[src/rtl/conv_window_gen_pkg.sv]
// Shared defaults, FSM state encoding and window indexing helper for the
// conv window generator.
//
// Contents:
//   DEF_WIDTH / DEF_F / DEF_CIN / DEF_IMG_W / DEF_IMG_H : default parameters
//   state_e                                             : FILL / RUN / DONE
//   win_idx(c, r, k, f)                                 : flat index of window entry
package conv_window_gen_pkg;

    localparam int DEF_WIDTH = 8;
    localparam int DEF_F     = 5;
    localparam int DEF_CIN   = 3;
    localparam int DEF_IMG_W = 32;
    localparam int DEF_IMG_H = 32;

    typedef enum logic [1:0] {
        FILL = 2'd0,
        RUN  = 2'd1,
        DONE = 2'd2
    } state_e;

    // Position of channel c, window row r (0 = top), window col k (0 = left)
    // in the flat array the neuron layer consumes.
    function automatic int win_idx(input int c, input int r, input int k,
                                   input int f = DEF_F);
        return c * f * f + r * f + k;
    endfunction

endpackage

[src/rtl/conv_window_gen_if.sv]
// Stream-in / window-out bundle of the conv window generator.
//
// Signals:
//   in_valid, in_ready, in_pix      : raster-order pixel stream, CIN channels packed
//   win_valid, win_ready, win       : FxF window per channel, flat unpacked array
//   frame_done                      : one-cycle end-of-frame pulse
// Modports:
//   master : pixel source / window consumer side
//   slave  : the window generator itself
interface conv_window_gen_if
    import conv_window_gen_pkg::*;
#(
    parameter int WIDTH = DEF_WIDTH,
    parameter int F     = DEF_F,
    parameter int CIN   = DEF_CIN
);

    logic                   in_valid;
    logic                   in_ready;
    logic [WIDTH*CIN-1:0]   in_pix;
    logic                   win_valid;
    logic                   win_ready;
    logic [WIDTH-1:0]       win [CIN*F*F];
    logic                   frame_done;

    modport master (
        output in_valid, in_pix, win_ready,
        input  in_ready, win_valid, win, frame_done
    );

    modport slave (
        input  in_valid, in_pix, win_ready,
        output in_ready, win_valid, win, frame_done
    );

endinterface

[src/rtl/conv_window_gen_line_buffer.sv]
// One image row of delay: dout is the sample written DEPTH enabled cycles
// ago. Chained F-1 times to give the vertical taps of the window.
//
// Ports:
//   clk   : clock
//   rst_n : synchronous active-low reset (pointer only, storage untouched)
//   en    : advance one sample
//   din   : sample entering the line
//   dout  : sample leaving the line (valid before the write on the same edge)
module conv_window_gen_line_buffer #(
    parameter int DEPTH  = 32,
    parameter int DATA_W = 24
) (
    input  logic              clk,
    input  logic              rst_n,
    input  logic              en,
    input  logic [DATA_W-1:0] din,
    output logic [DATA_W-1:0] dout
);

    localparam int PW = (DEPTH > 1) ? $clog2(DEPTH) : 1;

    logic [DATA_W-1:0] mem [DEPTH];
    logic [PW-1:0]     ptr;

    // Circular buffer: the slot about to be overwritten holds the oldest sample.
    assign dout = mem[ptr];

    always_ff @(posedge clk) begin
        if (!rst_n) begin
            ptr <= '0;
        end else if (en) begin
            ptr <= (ptr == PW'(DEPTH - 1)) ? '0 : ptr + 1'b1;
        end
    end

    always_ff @(posedge clk) begin
        if (en) begin
            mem[ptr] <= din;
        end
    end

endmodule

[src/rtl/conv_window_gen.sv]
// Streaming producer for the conv neuron layer: buffers F-1 rows of a
// raster pixel stream and emits every valid FxF window (stride 1, no pad)
// as a flat array, held under valid/ready until taken.
//
// Ports:
//   clk   : clock, rising edge
//   rst_n : synchronous active-low reset
//   bus   : conv_window_gen_if.slave (pixel in, window out, frame_done)
module conv_window_gen
    import conv_window_gen_pkg::*;
#(
    parameter int WIDTH = DEF_WIDTH,
    parameter int F     = DEF_F,
    parameter int CIN   = DEF_CIN,
    parameter int IMG_W = DEF_IMG_W,
    parameter int IMG_H = DEF_IMG_H
) (
    input  logic               clk,
    input  logic               rst_n,
    conv_window_gen_if.slave   bus
);

    localparam int NWIN = CIN * F * F;
    localparam int PIXW = WIDTH * CIN;
    localparam int CW   = $clog2(IMG_W);
    localparam int RW   = $clog2(IMG_H);

    localparam logic [1:0] ST_FILL = FILL;
    localparam logic [1:0] ST_RUN  = RUN;
    localparam logic [1:0] ST_DONE = DONE;

    logic [1:0]       state;
    logic [CW-1:0]    col;
    logic [RW-1:0]    row;
    logic             win_valid_q;
    logic             frame_done_q;
    logic             accept;
    logic             emit;
    logic             load_win;
    logic             last_col;
    logic             last_pix;

    // chain[0] is the incoming pixel, chain[i] the same column i rows earlier.
    logic [PIXW-1:0]  chain [F];
    logic [WIDTH-1:0] shift_q [NWIN];
    logic [WIDTH-1:0] shift_d [NWIN];
    logic [WIDTH-1:0] win_q   [NWIN];

    // Single output stage: a pixel may enter whenever the held window is
    // either empty or leaving this cycle.
    assign bus.in_ready = rst_n && (state != ST_DONE) && (!win_valid_q || bus.win_ready);

    assign accept   = bus.in_valid && bus.in_ready;
    assign emit     = win_valid_q && bus.win_ready;
    assign last_col = (col == CW'(IMG_W - 1));
    assign last_pix = last_col && (row == RW'(IMG_H - 1));

    // Only windows whose F columns all come from the current row set are real;
    // the col test also masks stale line-buffer data during FILL.
    assign load_win = accept && (row >= RW'(F - 1)) && (col >= CW'(F - 1));

    assign chain[0] = bus.in_pix;

    for (genvar i = 0; i < F - 1; i++) begin : g_lb
        conv_window_gen_line_buffer #(
            .DEPTH  (IMG_W),
            .DATA_W (PIXW)
        ) u_lb (
            .clk   (clk),
            .rst_n (rst_n),
            .en    (accept),
            .din   (chain[i]),
            .dout  (chain[i+1])
        );
    end

    // Next window contents: every column moves one left, the new right column
    // is the vertical tap stack with the oldest row at the top.
    always_comb begin
        shift_d = shift_q;
        for (int c = 0; c < CIN; c++) begin
            for (int r = 0; r < F; r++) begin
                for (int k = 0; k < F; k++) begin
                    if (k < F - 1) begin
                        shift_d[win_idx(c, r, k, F)] = shift_q[win_idx(c, r, k + 1, F)];
                    end else begin
                        shift_d[win_idx(c, r, k, F)] = chain[F-1-r][c*WIDTH +: WIDTH];
                    end
                end
            end
        end
    end

    // The shift registers need no reset; no window is flagged until F fresh
    // columns have been shifted in.
    always_ff @(posedge clk) begin
        if (accept) begin
            shift_q <= shift_d;
        end
    end

    // Output register loads the freshly shifted window, so it stays frozen
    // while the consumer stalls (no accept can happen then).
    always_ff @(posedge clk) begin
        if (!rst_n) begin
            for (int i = 0; i < NWIN; i++) begin
                win_q[i] <= '0;
            end
        end else if (load_win) begin
            win_q <= shift_d;
        end
    end

    // Position counters, frame FSM and the output valid / frame_done flags.
    always_ff @(posedge clk) begin
        if (!rst_n) begin
            state        <= ST_FILL;
            row          <= '0;
            col          <= '0;
            win_valid_q  <= 1'b0;
            frame_done_q <= 1'b0;
        end else begin
            frame_done_q <= 1'b0;

            if (load_win) begin
                win_valid_q <= 1'b1;
            end else if (emit) begin
                win_valid_q <= 1'b0;
            end

            if (accept) begin
                if (last_pix) begin
                    row   <= '0;
                    col   <= '0;
                    state <= ST_DONE;
                end else if (last_col) begin
                    col <= '0;
                    row <= row + 1'b1;
                end else begin
                    col <= col + 1'b1;
                end

                if (state == ST_FILL && row == RW'(F - 1) && col == '0) begin
                    state <= ST_RUN;
                end
            end

            // Frame ends once the last window has gone (or was never held).
            if (state == ST_DONE && (!win_valid_q || emit)) begin
                frame_done_q <= 1'b1;
                state        <= ST_FILL;
            end
        end
    end

    assign bus.win_valid  = win_valid_q;
    assign bus.frame_done = frame_done_q;
    assign bus.win        = win_q;

endmodule

[src/flat_wrapper.sv]
// flat-port wrapper written by rule: the top's interface ports become plain ports
module conv_window_gen_flat import conv_window_gen_pkg::*;
#(
    parameter int WIDTH = DEF_WIDTH,
    parameter int F     = DEF_F,
    parameter int CIN   = DEF_CIN,
    parameter int IMG_W = DEF_IMG_W,
    parameter int IMG_H = DEF_IMG_H
)
  (clk, rst_n, bus_in_valid, bus_in_pix, bus_win_ready, bus_in_ready, bus_win_valid, bus_win, bus_frame_done);
  conv_window_gen_if #(.WIDTH(WIDTH), .F(F), .CIN(CIN)) bus_i ();
  input  logic clk;
  input  logic rst_n;
  input wire logic [$bits(bus_i.in_valid)-1:0] bus_in_valid;
  input wire logic [$bits(bus_i.in_pix)-1:0] bus_in_pix;
  input wire logic [$bits(bus_i.win_ready)-1:0] bus_win_ready;
  output wire logic [$bits(bus_i.in_ready)-1:0] bus_in_ready;
  output wire logic [$bits(bus_i.win_valid)-1:0] bus_win_valid;
  output wire logic [$bits(bus_i.win)-1:0] bus_win;
  output wire logic [$bits(bus_i.frame_done)-1:0] bus_frame_done;
  assign bus_i.in_valid = bus_in_valid;
  assign bus_i.in_pix = bus_in_pix;
  assign bus_i.win_ready = bus_win_ready;
  assign bus_in_ready = bus_i.in_ready;
  assign bus_win_valid = bus_i.win_valid;
  assign bus_win = {>>{bus_i.win}};
  assign bus_frame_done = bus_i.frame_done;
  conv_window_gen #(.WIDTH(WIDTH), .F(F), .CIN(CIN), .IMG_W(IMG_W), .IMG_H(IMG_H)) u_core (.clk(clk), .rst_n(rst_n), .bus(bus_i));
endmodule
[config.mk]
export PLATFORM = sky130hd
export DESIGN_NAME = conv_window_gen_flat
export DESIGN_NICKNAME = d
export VERILOG_FILES = /design/src/rtl/conv_window_gen_pkg.sv /design/src/rtl/conv_window_gen_if.sv /design/src/rtl/conv_window_gen_line_buffer.sv /design/src/rtl/conv_window_gen.sv /design/src/flat_wrapper.sv
export SDC_FILE = /design/constraint.sdc
export NUM_CORES = 2
export LEC_CHECK = 0
export CAP_MARGIN = 5
export CORE_MARGIN = 5
export CORE_UTILIZATION = 46
export CTS_BUF_LIST = sky130_fd_sc_hd__clkbuf_16
export DETAILED_ROUTE_END_ITERATION = 8
export PLACE_DENSITY = 0.76
export SKIP_CTS_REPAIR_TIMING = 1
export SLEW_MARGIN = 30
export SYNTH_ARGS = -nofsm -noshare
export SYNTH_HDL_FRONTEND = slang
export SYNTH_SLANG_ARGS = --single-unit
[constraint.sdc]
create_clock -name clk -period 19.85 [get_ports clk]
set_input_delay 5.955 -clock clk [delete_from_list [all_inputs] [get_ports clk]]
set_output_delay 5.955 -clock clk [all_outputs]
set_load 0.02 [all_outputs]
==> summary.txt <==
Clocking
  • CTS max path bufs: 4
  • Clock-pin slew on the worst setup and hold paths: 0.06 ns
  • Clock latency at the later pin of the worst-skew pair: 0.97 ns
  • CTS tree: done
  • Clk root buf: clkbuf_16
  • H-tree levels: 5
  • Clock Sinks: 4206
  • Inserted Clock Buffers: 402

Drt
  • Post-detailed-route wirelength per cell: 26.8 um
  • TritonRoute pass-1 iters: 6
  • DRT Wirelength: 411000 um
  • DRC errors left: 0
  • Vias: 88500
  • Initial detailed-routing violation count: 10100
  • Number of vias per cell: 5.77
  • Routed Antenna Nets: 0

Synth
  • Synth Register Bits: 4206
  • Adder-cell share of the synthesized area: 0.213%
  • Synth Instances: 9696
  • Post-synthesis mux area share: 9.68%
  • Synth cell types: 45
  • Post-synth EDFFs: 3552
  • Sequential area share after synthesis: 75.4%
  • Simple-Gate Fraction of Synth Area: 4.05%
  • Syn_nets: 9751
  • Main combinational cell family by area after synthesis: multiplexers
  • Asr flop ratio synth: 0%
  • Compound-Gate Fraction of Synth Area: 8.32%
  • Syn Area/Cell: 16.4 um2
  • Yosys warnings: 0
  • Main synth FF type: edfxtp_1
  • Mapped Area: 0.159 mm2
  • XOR/XNOR Fraction of Synth Area: 0.0165%

Layout
  • Commonest non-fill, non-tap cell in the layout: edfxtp_1
  • Layout cells sized above 1: 10.8%
  • Nets: 10500
  • Layout area overhead: 16.1%
  • Most frequent cells in the layout: 3552 x edfxtp_1, 1536 x mux2i_1, 1057 x nand2_1

Place
  • Dpl ws: 6.12 ns
  • Placer Congestion: 0.849
  • Hpwl dp: 246000 um
  • Port Buf Inserts: 630

Global route
  • First-pass GRT wire length: 590000 um
  • Vias in the first global route: 87900
  • Initial antenna violation count: 25
  • Tot GR Track Use: 22.1%
  • Pin count of the biggest net entering global routing: 228
  • Global route total overflow: 0

Worst setup path
  • Critical Path Sink Type: output port
  • Most frequent CP cell: clkdlybuf4s50_1
  • Crit path DAT: 7.80 ns
  • CP Launch Type: input pin
  • Worst Path Required: 13.89 ns
  • Slowest CP cell: clkdlybuf4s50_1
  • Crit path max fanout: 5
  • Worst path cell trace: clkdlybuf4s50_1, nand2b_2, and3_1, clkdlybuf4s50_1
  • WS Path Type: input pin to output port
  • R2r worst-path depth: 8
  • Crit-path max cell delay: 0.65 ns

Hold path
  • WHS Path Cells: 0
  • Worst hold-check path type: flip-flop to flip-flop

Timing
  • Relative slew slack: 29.2%
  • Final Max Slew Viols: 0
  • Worst-margin pin slew: 1.06 ns
  • Final setup fails: 0
  • Endpoints failing hold: 0
  • Min Clock Period, post-route: 13.75 ns
  • RSZ-0062 raised after global routing: false
  • Final setup TNS: 0 ns
  • F_max: 0.0727 GHz
  • Clock Skew: 0.0719 ns
  • Final Cycle Share: 69.3%
  • Final worst-path setup slack: 6.10 ns

Floorplan
  • Die Y: 598 um
  • Starting Density: 46.2%
  • # rows: 215
  • Core area: 0.344 mm2
  • IO Count: 631
  • Die ar.: 0.357 mm2
  • Chip width: 598 um

Run status
  • Status: finished clean

Power
  • Power density cells: 97.6 mW/mm2
  • VDD IR max: 0.0849 mV
  • Leakage: 56.2 nW

Flow run
  • Max-cap violations: 0
-- layer usage --
layer,global-route usage (%),routed length (um)
met5,0,39
met4,11.1,22800
met3,4.31,34400
met2,36.6,200000
met1,27.9,153000
-- power breakdown --
part	switching (mW)	total (mW)	internal (mW)
Sequential	0.0478	9.76	9.71
Clock	3.28	7.60	4.32
Combinational	0.468	0.625	0.156
-- flip-flops by register name, summed over array words and instances (netlist names), named ones only --
name / count
u_core.bus.frame_done: 1
u_core.bus.win: 600
u_core.bus.win_valid: 1
u_core.col: 5
u_core.g_lb.u_lb.mem: 3072
u_core.g_lb.u_lb.ptr: 20
u_core.row: 5
u_core.shift_d: 480
u_core.state: 2
-- layout make-up --
| cell class | count | area (um2) |
|---|---|---|
| inverter | 15 | 63.8 |
| timing repair buffer | 921 | 8910 |
| multi-input combinational | 4864 | 36600 |
| sequential | 4206 | 120000 |
| clock inverter | 338 | 2870 |
| antenna | 20 | 50.0 |
| tap | 4557 | 5700 |
| clock buffer | 413 | 10300 |
| fill | 26000 | 159000 |
-- critical path, delay by kind of cell --
family                 cells  cell delay, ns
AND/OR/NAND/NOR            2            0.63
buffers and inverters      2            1.19
-- logic make-up after synthesis --
logic type | after synthesis
compound gates | 1896
xor+xnor | 3
fa+ha+maj | 27
buf+inv | 626
flops | 4206
mux | 1536
simple gates | 1402
-- synthesized netlist by cell type (3+ instances only) --
cell type | count | area, um2
dfxtp_1 | 654 | 13100
ha_1 | 27 | 338
buf_6 | 65 | 732
nand3b_1 | 11 | 82.6
a21oi_1 | 393 | 1970
nor4_2 | 96 | 1200
nand2b_1 | 8 | 50.1
nand3_1 | 16 | 80.1
nand2_1 | 1058 | 3970
nor3b_1 | 4 | 30.0
and2_1 | 6 | 37.5
mux2i_1 | 1536 | 15400
o21ba_1 | 94 | 941
buf_4 | 166 | 1250
a21boi_0 | 521 | 3910
or3_1 | 6 | 37.5
nor2_1 | 134 | 503
inv_1 | 15 | 56.3
nor3_1 | 15 | 75.1
clkbuf_4 | 3 | 22.5
edfxtp_1 | 3552 | 107000
clkbuf_1 | 221 | 830
nor4b_1 | 3 | 26.3
or3b_2 | 7 | 61.3
nor2b_1 | 15 | 93.8
a22oi_1 | 768 | 5770
or4_1 | 5 | 37.5
and3_1 | 8 | 50.1
a31oi_1 | 6 | 37.5
or2_2 | 6 | 37.5
buf_1 | 34 | 128
buf_2 | 121 | 606
o21ai_0 | 106 | 531
-- through the flow --
stage	util [%]	total power, mW	hold slack (ns)	cells	instance area [um2]
2_1_floorplan	-	10.3	0.426	9696	159000
3_3_place_gp	49.6	10.5	0.432	14500	170000
4_1_cts	53.5	18.1	0.439	15300	184000
3_5_place_dp	49.7	10.6	0.432	14600	171000
6_report	53.6	18.0	0.430	15300	184000
5_1_grt	53.6	18.5	0.450	15300	184000
-- worst paths after layout --
| check | end | slack (ns) | from |
|---|---|---|---|
| hold / removal | u_core.shift_d[599] | 0.43 | u_core.shift_d[591] |
| setup / recovery | bus_in_ready | 6.10 | bus_win_ready |
| setup reg to reg | u_core.g_lb[2].u_lb.mem[17][18] | 15.03 | flip-flop |
| hold reg to reg | u_core.shift_d[599] | 0.43 | u_core.shift_d[591] |
No activity file was read; power rests on OpenSTA's default activity.
